## src/rtl/alp_iter_seq_pkg.sv

```systemverilog
// Shared ALP definitions: slice opcodes, iteration modes and sequencer states.
package alp_iter_seq_pkg;

    localparam logic [3:0] ALU_PASSA     = 4'h0;
    localparam logic [3:0] ALU_ADD       = 4'h4;
    localparam logic [3:0] ALU_SUB       = 4'h5;
    localparam logic [3:0] ALU_PASSA_SHL = 4'h8;
    localparam logic [3:0] ALU_PASSA_SHR = 4'h9;
    localparam logic [3:0] ALU_SUB_SHL   = 4'hA;
    localparam logic [3:0] ALU_ADD_SHR   = 4'hD;
    localparam logic [3:0] ALU_ADD_SHL   = 4'hE;

    typedef enum logic [1:0] {
        MODE_SHL = 2'd0,
        MODE_SHR = 2'd1,
        MODE_MUL = 2'd2,
        MODE_DIV = 2'd3
    } mode_t;

    typedef enum logic [1:0] {
        ST_IDLE = 2'd0,
        ST_STEP = 2'd1,
        ST_FIX  = 2'd2,
        ST_DONE = 2'd3
    } seq_state_t;

    function automatic logic is_passa(input logic [3:0] op);
        return (op == ALU_PASSA) || (op == ALU_PASSA_SHL) || (op == ALU_PASSA_SHR);
    endfunction

endpackage

```

## src/rtl/alp_iter_cnt.sv

```systemverilog
// Loadable iteration down-counter; holds at zero rather than wrapping.
module alp_iter_cnt #(
    parameter int CNT_W = 6
) (
    input  logic             clk,
    input  logic             reset_l,
    input  logic             load_h,
    input  logic [CNT_W-1:0] load_val_h,
    input  logic             dec_h,
    output logic             last_h,
    output logic             zero_h
);

    logic [CNT_W-1:0] cnt;

    always_ff @(posedge clk) begin
        if (!reset_l) begin
            cnt <= '0;
        end else if (load_h) begin
            cnt <= load_val_h;
        end else if (dec_h && (cnt != '0)) begin
            cnt <= cnt - 1'b1;
        end
    end

    assign last_h = (cnt == CNT_W'(1));
    assign zero_h = (cnt == '0);

endmodule

```

## src/rtl/alp_iter_seq.sv

```systemverilog
// Iteration sequencer: owns the ALP slice controls for N shift/multiply/divide
// steps, otherwise passes microcode control straight through.
module alp_iter_seq
    import alp_iter_seq_pkg::*;
#(
    parameter int CNT_W = 6
) (
    input  logic             clk,
    input  logic             reset_l,
    input  logic             start_h,
    input  logic [1:0]       mode_h,
    input  logic [CNT_W-1:0] count_h,
    input  logic [3:0]       uc_alu_h,
    input  logic             uc_pass_a_h,
    input  logic             uc_dmove_h,
    input  logic             q_lsb_h,
    input  logic             alu_msb_h,
    output logic [3:0]       alu_h,
    output logic             pass_a_h,
    output logic             dmove_h,
    output logic             shl_fill_h,
    output logic             shr_fill_h,
    output logic             q_shift_h,
    output logic             q_bit_h,
    output logic             busy_h,
    output logic             done_h
);

    seq_state_t state;
    mode_t      mode;
    logic       neg;
    logic       sign;
    logic       busy;
    logic       done;
    logic       last_h;
    logic       zero_h;
    logic [3:0] op;

    alp_iter_cnt #(.CNT_W(CNT_W)) u_cnt (
        .clk        (clk),
        .reset_l    (reset_l),
        .load_h     ((state == ST_IDLE) && start_h),
        .load_val_h (count_h),
        .dec_h      (state == ST_STEP),
        .last_h     (last_h),
        .zero_h     (zero_h)
    );

    always_ff @(posedge clk) begin
        if (!reset_l) begin
            state <= ST_IDLE;
            mode  <= MODE_SHL;
            neg   <= 1'b0;
            sign  <= 1'b0;
            busy  <= 1'b0;
            done  <= 1'b0;
        end else begin
            case (state)
                ST_IDLE: begin
                    done <= 1'b0;
                    if (start_h) begin
                        mode <= mode_t'(mode_h);
                        neg  <= 1'b0;
                        // Operand sign for arithmetic right shift, held for the whole run
                        sign <= alu_msb_h;
                        if (count_h == '0) begin
                            state <= ST_DONE;
                            done  <= 1'b1;
                        end else begin
                            state <= ST_STEP;
                            busy  <= 1'b1;
                        end
                    end
                end
                ST_STEP: begin
                    if (mode == MODE_DIV) neg <= alu_msb_h;
                    if (last_h || zero_h) begin
                        if (mode == MODE_DIV) begin
                            state <= ST_FIX;
                        end else begin
                            state <= ST_DONE;
                            busy  <= 1'b0;
                            done  <= 1'b1;
                        end
                    end
                end
                ST_FIX: begin
                    state <= ST_DONE;
                    busy  <= 1'b0;
                    done  <= 1'b1;
                end
                default: begin
                    state <= ST_IDLE;
                    done  <= 1'b0;
                end
            endcase
        end
    end

    always_comb begin
        op         = ALU_PASSA;
        alu_h      = uc_alu_h;
        pass_a_h   = uc_pass_a_h;
        dmove_h    = uc_dmove_h;
        shl_fill_h = 1'b0;
        shr_fill_h = 1'b0;
        q_shift_h  = 1'b0;
        q_bit_h    = 1'b0;
        if (state == ST_STEP) begin
            case (mode)
                MODE_SHL: op = ALU_PASSA_SHL;
                MODE_SHR: begin
                    op         = ALU_PASSA_SHR;
                    shr_fill_h = sign;
                end
                MODE_MUL: begin
                    op         = q_lsb_h ? ALU_ADD_SHR : ALU_PASSA_SHR;
                    // On an add-shift the top slice's shift-out carries the adder carry
                    shr_fill_h = q_lsb_h & alu_msb_h;
                    q_shift_h  = 1'b1;
                end
                default: begin
                    op        = neg ? ALU_ADD_SHL : ALU_SUB_SHL;
                    q_bit_h   = ~alu_msb_h;
                    q_shift_h = 1'b1;
                end
            endcase
        end else if (state == ST_FIX) begin
            op = neg ? ALU_ADD : ALU_PASSA;
        end
        if ((state == ST_STEP) || (state == ST_FIX)) begin
            alu_h    = op;
            pass_a_h = is_passa(op);
            dmove_h  = 1'b0;
        end
    end

    assign busy_h = busy;
    assign done_h = done;

endmodule

```

## config.mk

```make
export PLATFORM = sky130hd
export DESIGN_NAME = alp_iter_seq
export DESIGN_NICKNAME = d
export VERILOG_FILES = /design/src/rtl/alp_iter_seq_pkg.sv /design/src/rtl/alp_iter_cnt.sv /design/src/rtl/alp_iter_seq.sv
export SDC_FILE = /design/constraint.sdc
export NUM_CORES = 1
export LEC_CHECK = 0
export BUFFER_PORTS_ARGS = -buffer_cell sky130_fd_sc_hd__buf_2
export CAP_MARGIN = 25
export CORE_MARGIN = 1
export CORE_UTILIZATION = 34
export DETAILED_ROUTE_END_ITERATION = 10
export GPL_TIMING_DRIVEN = 0
export PLACE_DENSITY = 0.56
export SLEW_MARGIN = 20
export SYNTH_ARGS = -nofsm -noshare
export SYNTH_HDL_FRONTEND = slang
export SYNTH_SLANG_ARGS = --single-unit
```

## constraint.sdc

```tcl
create_clock -name clk -period 3.3 [get_ports clk]
set_input_delay 0.495 -clock clk [delete_from_list [all_inputs] [get_ports clk]]
set_output_delay 0.495 -clock clk [all_outputs]
set_load 0.02 [all_outputs]
```

==> results of run 1 <==
[per-layer routing]
| layer | global-route usage, % | vias to the layer above |
|---|---|---|
| met1 | 22.7 | 481 |
| met2 | 28.7 | 13 |
| li1 | - | 522 |
| met4 | 2.44 | 0 |
| met5 | 0 | - |
| met3 | 4.19 | 0 |
[sequential cells by signal, summed over array words and instances (netlist names)]
name / count
mode: 2
state: 2
busy_h: 1
neg: 1
u_cnt.cnt: 6
done_h: 1
sign: 1
[logic make-up (layout without fill, tap and decap cells)]
kind of cell             after synthesis  count (layout)  share of synthesized area, %
AND/OR/NAND/NOR                       42              42                          22.3
other                                  1               1                         0.376
buffers and inverters                 16              48                          6.39
multiplexers                           2               2                          2.13
flip-flops                            14              14                          28.1
XOR/XNOR                               3               3                          2.63
adder cells (fa/ha/maj)               11              11                          13.8
AO/OA/AOI/OAI                         39              39                          24.3
[area by class of cell]
type	instances	area [um2]
sequential	14	280
multi-input combinational	98	654
inverter	10	37.5
tap	31	38.8
fill	279	1550
timing repair buffer	29	145
clock buffer	3	22.5
buffer	6	26.3
[cell usage after synthesis, types with 2 or more instances]
cell / n / area share (%)
a21oi_1: 14 / 7.0
a32oi_1: 2 / 1.8
clkbuf_1: 5 / 1.9
dfxtp_1: 14 / 28
ha_1: 11 / 14
inv_1: 10 / 3.8
nand2_1: 12 / 4.5
nand3_1: 5 / 2.5
nor2_1: 7 / 2.6
nor2b_1: 4 / 2.5
nor3_1: 3 / 1.5
nor4_1: 3 / 1.9
o21ai_0: 11 / 5.5
or4_1: 2 / 1.5
xnor2_1: 3 / 2.6
[worst max-delay path, cell delays in order (launching register included)]
cell and delay, ns:
dfxtp_1 0.42, ha_1 0.27, clkbuf_1 0.37, nand2_1 0.17, or2_2 0.30, a31o_2 0.24, buf_2 0.15
[metrics by stage]
stage | hold WS (ns) | util [%] | worst slack [ns] | power (mW) | instance area, um2
2_1_floorplan | 0.436 | - | 1.22 | 0.749 | 998
3_3_place_gp | 0.451 | 42.9 | 0.959 | 0.905 | 1180
3_5_place_dp | 0.459 | 42.9 | 0.928 | 0.915 | 1180
4_1_cts | 0.473 | 43.7 | 0.606 | 1.01 | 1200
5_1_grt | 0.478 | 43.7 | 0.439 | 1.12 | 1200
6_report | 0.471 | 43.7 | 0.618 | 1.01 | 1200
[power by group]
group	total [mW]	switching, mW	internal, mW
registers	0.289	0.0620	0.227
logic	0.628	0.375	0.253
clock network	0.0971	0.0548	0.0423
[path summary, 6_finish.rpt]
check,from,end,cells after the start
worst max-delay path,state[0],pass_a_h,6
worst min-delay path,sign,sign,2
worst max register to register,state[0],busy_h,6
worst min register to register,sign,sign,2
==> run_results.csv, run 1 <==
group,metric,value,unit
place,port_buffers,29,
critical_path,arrival,2.19,ns
final_layout,syn_to_final_growth,20.7,%
drt,wl_met1,1210,um
sta,period_minus_slack,2.68,ns
sta,hold_viol_final,0,
floorplan,rows,19,
final_layout,fin_nets,192,
drt,postRouteAntennaNets,0,
critical_path,worst_setup_path_start_kind,"flop",
sta,finalSetupTns,0,ns
floorplan,io_pins,31,
synthesis,ys_ff_latch,14,
final_layout,drive_above_1_share,24.4,%
synthesis,syn_area,998,um2
synthesis,synthCells,128,
place,place_inst,188,
global_routing,grt_max_degree,11,
drt,routedWlPerCell,12.9,um
cts,postCtsSetupBuffers,0,
drt,dr.pass1.iters,4,
sta,slew_headroom,60.1,%
drt,drt-initial-drc-count,21,
cts,cts.reportedPaths.clkPinSlew,0.09,ns
final_layout,layout_commonest_cell,"buf_2",
floorplan,initial_core_util,36.2,%
synthesis,synth.net_count,158,
global_routing,grt_overflow,0,
min_path,hp-class,"flop to flop",
global_routing,grt_first_pass_wirelength,4370,um
drt,wl_met2,1180,um
pwr,leakage,0.513,nW
place,dpl.hpwl,1940,um
cts,clockBufferDepth,2,
sta,finalCritPeriodShare,81.3,%
drt,routed_wl,2460,um
synthesis,syn_area_per_cell,7.80,um2
final_layout,layout_common_cells,"buf_2, a21oi_1, dfxtp_1",
sta,tightest_slew,0.593,ns
global_routing,first_global_vias,989,
cts,clk_latency,0.28,ns
floorplan,dieHeight,56.2,um
global_routing,grt_util_all_layers,17.1,%
critical_path,r2r_setup_slack,1.38,ns
sta,rsz0062_at_grt,"false",
cts,htreeDepth,1,
run,drv_cap,0,
cts,cts_resized,0,
cts,cts_root_buf,"clkbuf_4",
run_status,outcome,"finished clean",
floorplan,die-area,0.00316,mm2
pwr,powerDensity,842,mW/mm2
synthesis,synth_seq_area_share,28.1,%
floorplan,coreArea,0.00276,mm2
critical_path,cp.required,2.80,ns
drt,wl_met3,74,um
final_layout,n_antenna_cell,0,
sta,clock_skew,0.00483,ns
cts,numClockSinks,14,
cts,hold_buffers,0,
drt,drc,0,
synthesis,yosys_warnings,0,
critical_path,worstSetupPathType,"flop to output port",
cts,cts_tree,"done",
drt,vias,1016,
final_layout,final_cells,191,
sta,finalSetupViolations,0,
place,gp_congestion,0.767,
synthesis,synth_ff_type,"dfxtp_1",
global_routing,antenna_found_initial,0,
sta,slew_viol_final,0,
floorplan,die_w,56.2,um
critical_path,path_max_fanout,10,
synthesis,netlist-cell-type-count,37,
cts,cts_buffers,3,
critical_path,worst_setup_path_end_kind,"output port",
pwr,peakVddDrop,0.450,mV
sta,timing.fmax,373,MHz
synthesis,synthArstFlopShare,0,%
drt,top_layer,"met3",
synthesis,synth_edf_count,0,
drt,vias_per_cell,5.32,
Power figures use the tool's default switching activity.
==> inputs of run 2 (changes only) <==
--- a/config.mk
+++ b/config.mk
@@ -11,7 +11,7 @@
 export CORE_UTILIZATION = 34
 export DETAILED_ROUTE_END_ITERATION = 10
 export GPL_TIMING_DRIVEN = 0
-export PLACE_DENSITY = 0.56
+export PLACE_DENSITY = 0.58
 export SLEW_MARGIN = 20
 export SYNTH_ARGS = -nofsm -noshare
 export SYNTH_HDL_FRONTEND = slang
==> constraint.sdc (replaced) <==
create_clock -name clk -period 2.4 [get_ports clk]
set_input_delay 0.36 -clock clk [delete_from_list [all_inputs] [get_ports clk]]
set_output_delay 0.36 -clock clk [all_outputs]
set_load 0.02 [all_outputs]
==> run_results.csv, run 2 (synthesis results as in run 1) <==
group,metric,value,unit
global_routing,grt_overflow,0,
critical_path,timing.rr.start,"state[0]",
floorplan,initial_core_util,36.2,%
sta,tightest_slew,0.649,ns
final_layout,fin_nets,191,
critical_path,crit_chain,"inv_1, ha_2, buf_4, nand2_1, or2_2, a31o_2, buf_2",
sta,slew_headroom,56.3,%
floorplan,rows,19,
critical_path,arrival,1.91,ns
run,drv_cap,0,
final_layout,largest_reg_flops,6,
drt,drt-initial-drc-count,30,
floorplan,die-area,0.00316,mm2
sta,fin_hold_ws,0.323,ns
place,dpl.hpwl,1890,um
cts,cts_tree,"done",
sta,finalCritPeriodShare,94.5,%
min_path,holdPathStages,3,
critical_path,worst_setup_path_end_kind,"output port",
final_layout,multi_input_area,657,um2
final_layout,post-route-cell-area,0.00122,mm2
drt,drc,0,
floorplan,die_w,56.2,um
drt,postRouteAntennaNets,0,
sta,finalSetupViolations,0,
global_routing,grt_util_met2,28.4,%
final_layout,final-seq-area,283,um2
critical_path,path_max_fanout,10,
final_layout,syn_to_final_growth,22.6,%
critical_path,worstSetupPathType,"flop to output port",
place,gp_congestion,0.813,
drt,dr.pass1.iters,6,
sta,rsz0062_at_grt,"false",
min_path,hp-class,"input port to flop",
global_routing,antenna_found_initial,0,
sta,timing.fmax,441,MHz
drt,vias_per_cell,5.52,
sta,finalSetupTns,0,ns
global_routing,grt_util_all_layers,17.1,%
final_layout,regMostFlops,"u_cnt.cnt",
floorplan,io_pins,31,
pwr,peakVddDrop,0.651,mV
cts,cts_root_buf,"clkbuf_4",
global_routing,grt-busiest-layer,"met2",
place,place_area,0.00118,mm2
cts,hold_buffers,0,
cts,cts.reportedPaths.clkPinSlew,0.09,ns
run_status,outcome,"finished clean",
critical_path,worst_setup_path_start_kind,"flop",
cts,postCtsSetupBuffers,0,
drt,vias,1054,
final_layout,fillerInstances,286,
final_layout,layout_common_cells,"buf_2, a21oi_1, nand2_1, dfxtp_1, o21ai_0",
critical_path,cp_slowest_cell,"dfxtp_2",
cts,clk_latency,0.29,ns
sta,clock_skew,0.00213,ns
sta,hold_viol_final,0,
sta,setup_ws,0.132,ns
floorplan,coreArea,0.00276,mm2
cts,cts_buffers,3,
critical_path,critPathMaxStageDelay,0.36,ns
floorplan,dieHeight,56.2,um
global_routing,met3_usage,4.88,%
min_path,hp-start,"mode_h[0]",
place,pre_cts_ws,0.166,ns
cts,numClockSinks,14,
final_layout,n_antenna_cell,0,
global_routing,grt_first_pass_wirelength,4270,um
pwr,powerDensity,1190,mW/mm2
final_layout,layout_commonest_cell,"buf_2",
min_path,worstHoldEndpoint,"mode[0]",
critical_path,r2r_cells,6,
global_routing,first_global_vias,965,
final_layout,drive_above_1_share,27.5,%
critical_path,r2r-end,"busy_h",
sta,slew_viol_final,0,
final_layout,reg_top3,"u_cnt.cnt: 6 flops, mode: 2 flops, state: 2 flops",
global_routing,grt_max_degree,11,
pwr,leakage,0.522,nW
drt,routed_wl,2520,um
cts,htreeDepth,1,
global_routing,use_met1,22.2,%
sta,period_minus_slack,2.27,ns
place,port_buffers,29,
critical_path,cp.required,2.04,ns
drt,routedWlPerCell,13.2,um
cts,clockBufferDepth,2,
critical_path,r2r_setup_slack,0.53,ns
-- run 2: worst max-delay path by stage --
stage               startpoint        to  slack, ns  cells past startpoint
floorplan             state[0]  alu_h[0]       0.46                      5
CTS                   state[1]  pass_a_h       0.04                      7
global route          state[1]  pass_a_h       0.03                      7
global placement      state[1]  pass_a_h       0.19                      7
detailed placement    state[1]  pass_a_h       0.17                      7
finish                state[1]  pass_a_h       0.13                      7
-- run 2: what timing repair did --
action                                  4_1_cts  5_1_grt
hold endpoints to repair                      0        0
pin swaps                                     0        1
endpoints found under the setup margin        2        5
cloned                                        0        0
resized for setup                             2        4
-- run 2: final cells by class --
class,count,area share (%)
flip-flops and latches,14,23.1
plain buffers,5,2.15
repair buffers,29,11.9
well taps,31,3.17
clock buffers,4,2.97
inverters,10,3.07
multi-input cells,98,53.7
-- run 2: where the power goes --
| group | leakage, nW | internal (mW) | switching [mW] | total [mW] |
|---|---|---|---|---|
| Clock | 0.0210 | 0.0925 | 0.0844 | 0.177 |
| Combinational | 0.385 | 0.358 | 0.517 | 0.875 |
| Sequential | 0.116 | 0.315 | 0.0847 | 0.400 |
| Total | 0.522 | 0.765 | 0.686 | 1.45 |
-- run 2: metrics by stage --
step	util [%]	cells	total power [mW]
global placement	42.9	188	1.24
CTS	44.3	192	1.45
detailed placement	42.9	188	1.26
floorplan	-	128	1.03
global route	44.4	191	1.58
finish	44.4	191	1.45
-- run 2: metal layers --
metal	share of wire, %	vias to the layer above
met3	4.2	2
met2	50	23
met5	0	-
met1	46	502
met4	0.40	0
li1	-	527
-- run 2: worst max-delay path: cells and delay by family, from the launching register on --
family / cells / cell delay [ns]
AO/OA/AOI/OAI: 1 / 0.24
adder cells (fa/ha/maj): 1 / 0.22
flip-flops: 1 / 0.36
AND/OR/NAND/NOR: 2 / 0.39
buffers and inverters: 3 / 0.41
==> inputs of run 3 (changes only) <==
==> constraint.sdc (replaced) <==
create_clock -name clk -period 1.9 [get_ports clk]
set_input_delay 0.285 -clock clk [delete_from_list [all_inputs] [get_ports clk]]
set_output_delay 0.285 -clock clk [all_outputs]
set_load 0.02 [all_outputs]
==> run_results.csv, run 3 (synthesis results as in run 1) <==
group,metric,value,unit
run_status,outcome,"finished, violations left",
run_status,violations,"negative setup slack",
sta,rsz0062_at_grt,"true",
global_routing,first_global_vias,983,
sta,setup_ws,-0.0272,ns
critical_path,worst_setup_path_end_kind,"output port",
min_path,hp-class,"input port to flop",
min_path,worstHoldEndpoint,"mode[0]",
critical_path,path_max_fanout,4,
floorplan,coreArea,0.00276,mm2
cts,cts_buffers,3,
sta,finalCritPeriodShare,101,%
drt,dr.pass1.iters,4,
cts,cts_root_buf,"clkbuf_4",
global_routing,grt_overflow,0,
final_layout,fin_nets,194,
critical_path,worst_setup_path_start_kind,"flop",
drt,routed_wl,2590,um
critical_path,timing.rr.start,"u_cnt.cnt[2]",
critical_path,r2r_setup_slack,0.07,ns
final_layout,regMostFlops,"u_cnt.cnt",
pwr,power.total,2.04,mW
final_layout,drive_above_1_share,36.2,%
sta,clock_skew,0.00259,ns
floorplan,die_w,56.2,um
floorplan,die-area,0.00316,mm2
final_layout,n_antenna_cell,0,
sta,timing.fmax,519,MHz
pwr,leakage,0.562,nW
cts,htreeDepth,1,
drt,drc,0,
global_routing,grt_first_pass_wirelength,4360,um
place,place_area,0.00118,mm2
critical_path,worstSetupPathType,"flop to output port",
final_layout,layout_commonest_cell,"buf_2",
cts,cts_tree,"done",
drt,vias,1040,
floorplan,dieHeight,56.2,um
cts,clockBufferDepth,2,
critical_path,arrival,1.64,ns
sta,slew_viol_final,0,
drt,postRouteAntennaNets,0,
place,pre_cts_ws,-0.259,ns
floorplan,initial_core_util,36.2,%
min_path,holdPathStages,3,
final_layout,largest_reg_flops,6,
pwr,powerDensity,1540,mW/mm2
drt,routedWlPerCell,13.4,um
final_layout,post-route-cell-area,0.00133,mm2
global_routing,antenna_found_initial,0,
place,dpl.hpwl,1890,um
min_path,hp-start,"mode_h[0]",
drt,vias_per_cell,5.36,
sta,period_minus_slack,1.93,ns
floorplan,io_pins,31,
global_routing,grt_util_all_layers,17.5,%
final_layout,reg_top3,"u_cnt.cnt: 6 flops, mode: 2 flops, state: 2 flops",
sta,finalSetupViolations,1,
cts,clk_latency,0.28,ns
pwr,peakVddDrop,1.13,mV
cts,hold_buffers,0,
critical_path,cp.required,1.62,ns
cts,numClockSinks,14,
cts,cts.reportedPaths.clkPinSlew,0.09,ns
floorplan,rows,19,
critical_path,r2r-end,"state[0]",
place,gp_congestion,0.813,
run,drv_cap,0,
sta,slew_headroom,58.1,%
final_layout,layout_common_cells,"buf_2, a21oi_1, nand2_1",
sta,hold_viol_final,0,
critical_path,r2r_cells,4,
drt,drt-initial-drc-count,42,
global_routing,grt_max_degree,11,
place,port_buffers,29,
sta,tightest_slew,0.623,ns
final_layout,syn_to_final_growth,32.7,%
sta,finalSetupTns,-0.0272,ns
final_layout,fin_util,48.0,%
## run 3: through the flow
stage / std cells / hold slack [ns]
final: 194 / 0.244
after detailed placement: 188 / 0.455
after floorplan: 128 / 0.432
after global routing: 194 / 0.241
after CTS: 195 / 0.239
after global placement: 188 / 0.453
## run 3: cell type report
type                            count  area (um2)
Fill cell                         268        1430
Multi-Input combinational cell     98         704
Buffer                              4        30.0
Inverter                           10        40.0
Tap cell                           31        38.8
Clock buffer                        4        36.3
Sequential cell                    14         292
Timing Repair Buffer               33         184
## run 3: power breakdown
group          total [mW]  internal, mW  switching, mW
Combinational        1.31         0.603          0.704
Sequential          0.517         0.408          0.109
Clock               0.220         0.117          0.104
Total                2.04          1.13          0.917
## run 3: layer usage
metal  up-vias  track usage (%)  wire, um
met3         2             4.88        88
met5         -                0         0
met1       488             21.5      1180
li1        533                -         -
met4         0             3.14        17
met2        17             30.8      1310
## run 3: repair_timing
action	in CTS	in global routing
setup endpoints to repair	9	11
gates resized for setup	21	7
setup buffers	4	0
pin swaps	2	4
## run 3: how the worst max path moves through the flow
| stage | startpoint | to | slack (ns) | depth (start not counted) |
|---|---|---|---|---|
| floorplan | state[0] | alu_h[0] | 0.03 | 5 |
| detailed placement | state[1] | pass_a_h | -0.26 | 7 |
| global placement | state[1] | pass_a_h | -0.23 | 7 |
| CTS | state[1] | pass_a_h | -0.04 | 8 |
| global route | state[1] | pass_a_h | -0.09 | 8 |
| finish | state[1] | pass_a_h | -0.03 | 7 |
## run 3: critical path: stages, from the launching register on
cell and delay, ns:
dfxtp_4 0.36, inv_4 0.07, ha_4 0.14, buf_8 0.11
nand2_4 0.05, or2_2 0.27, a31o_2 0.24, buf_6 0.13
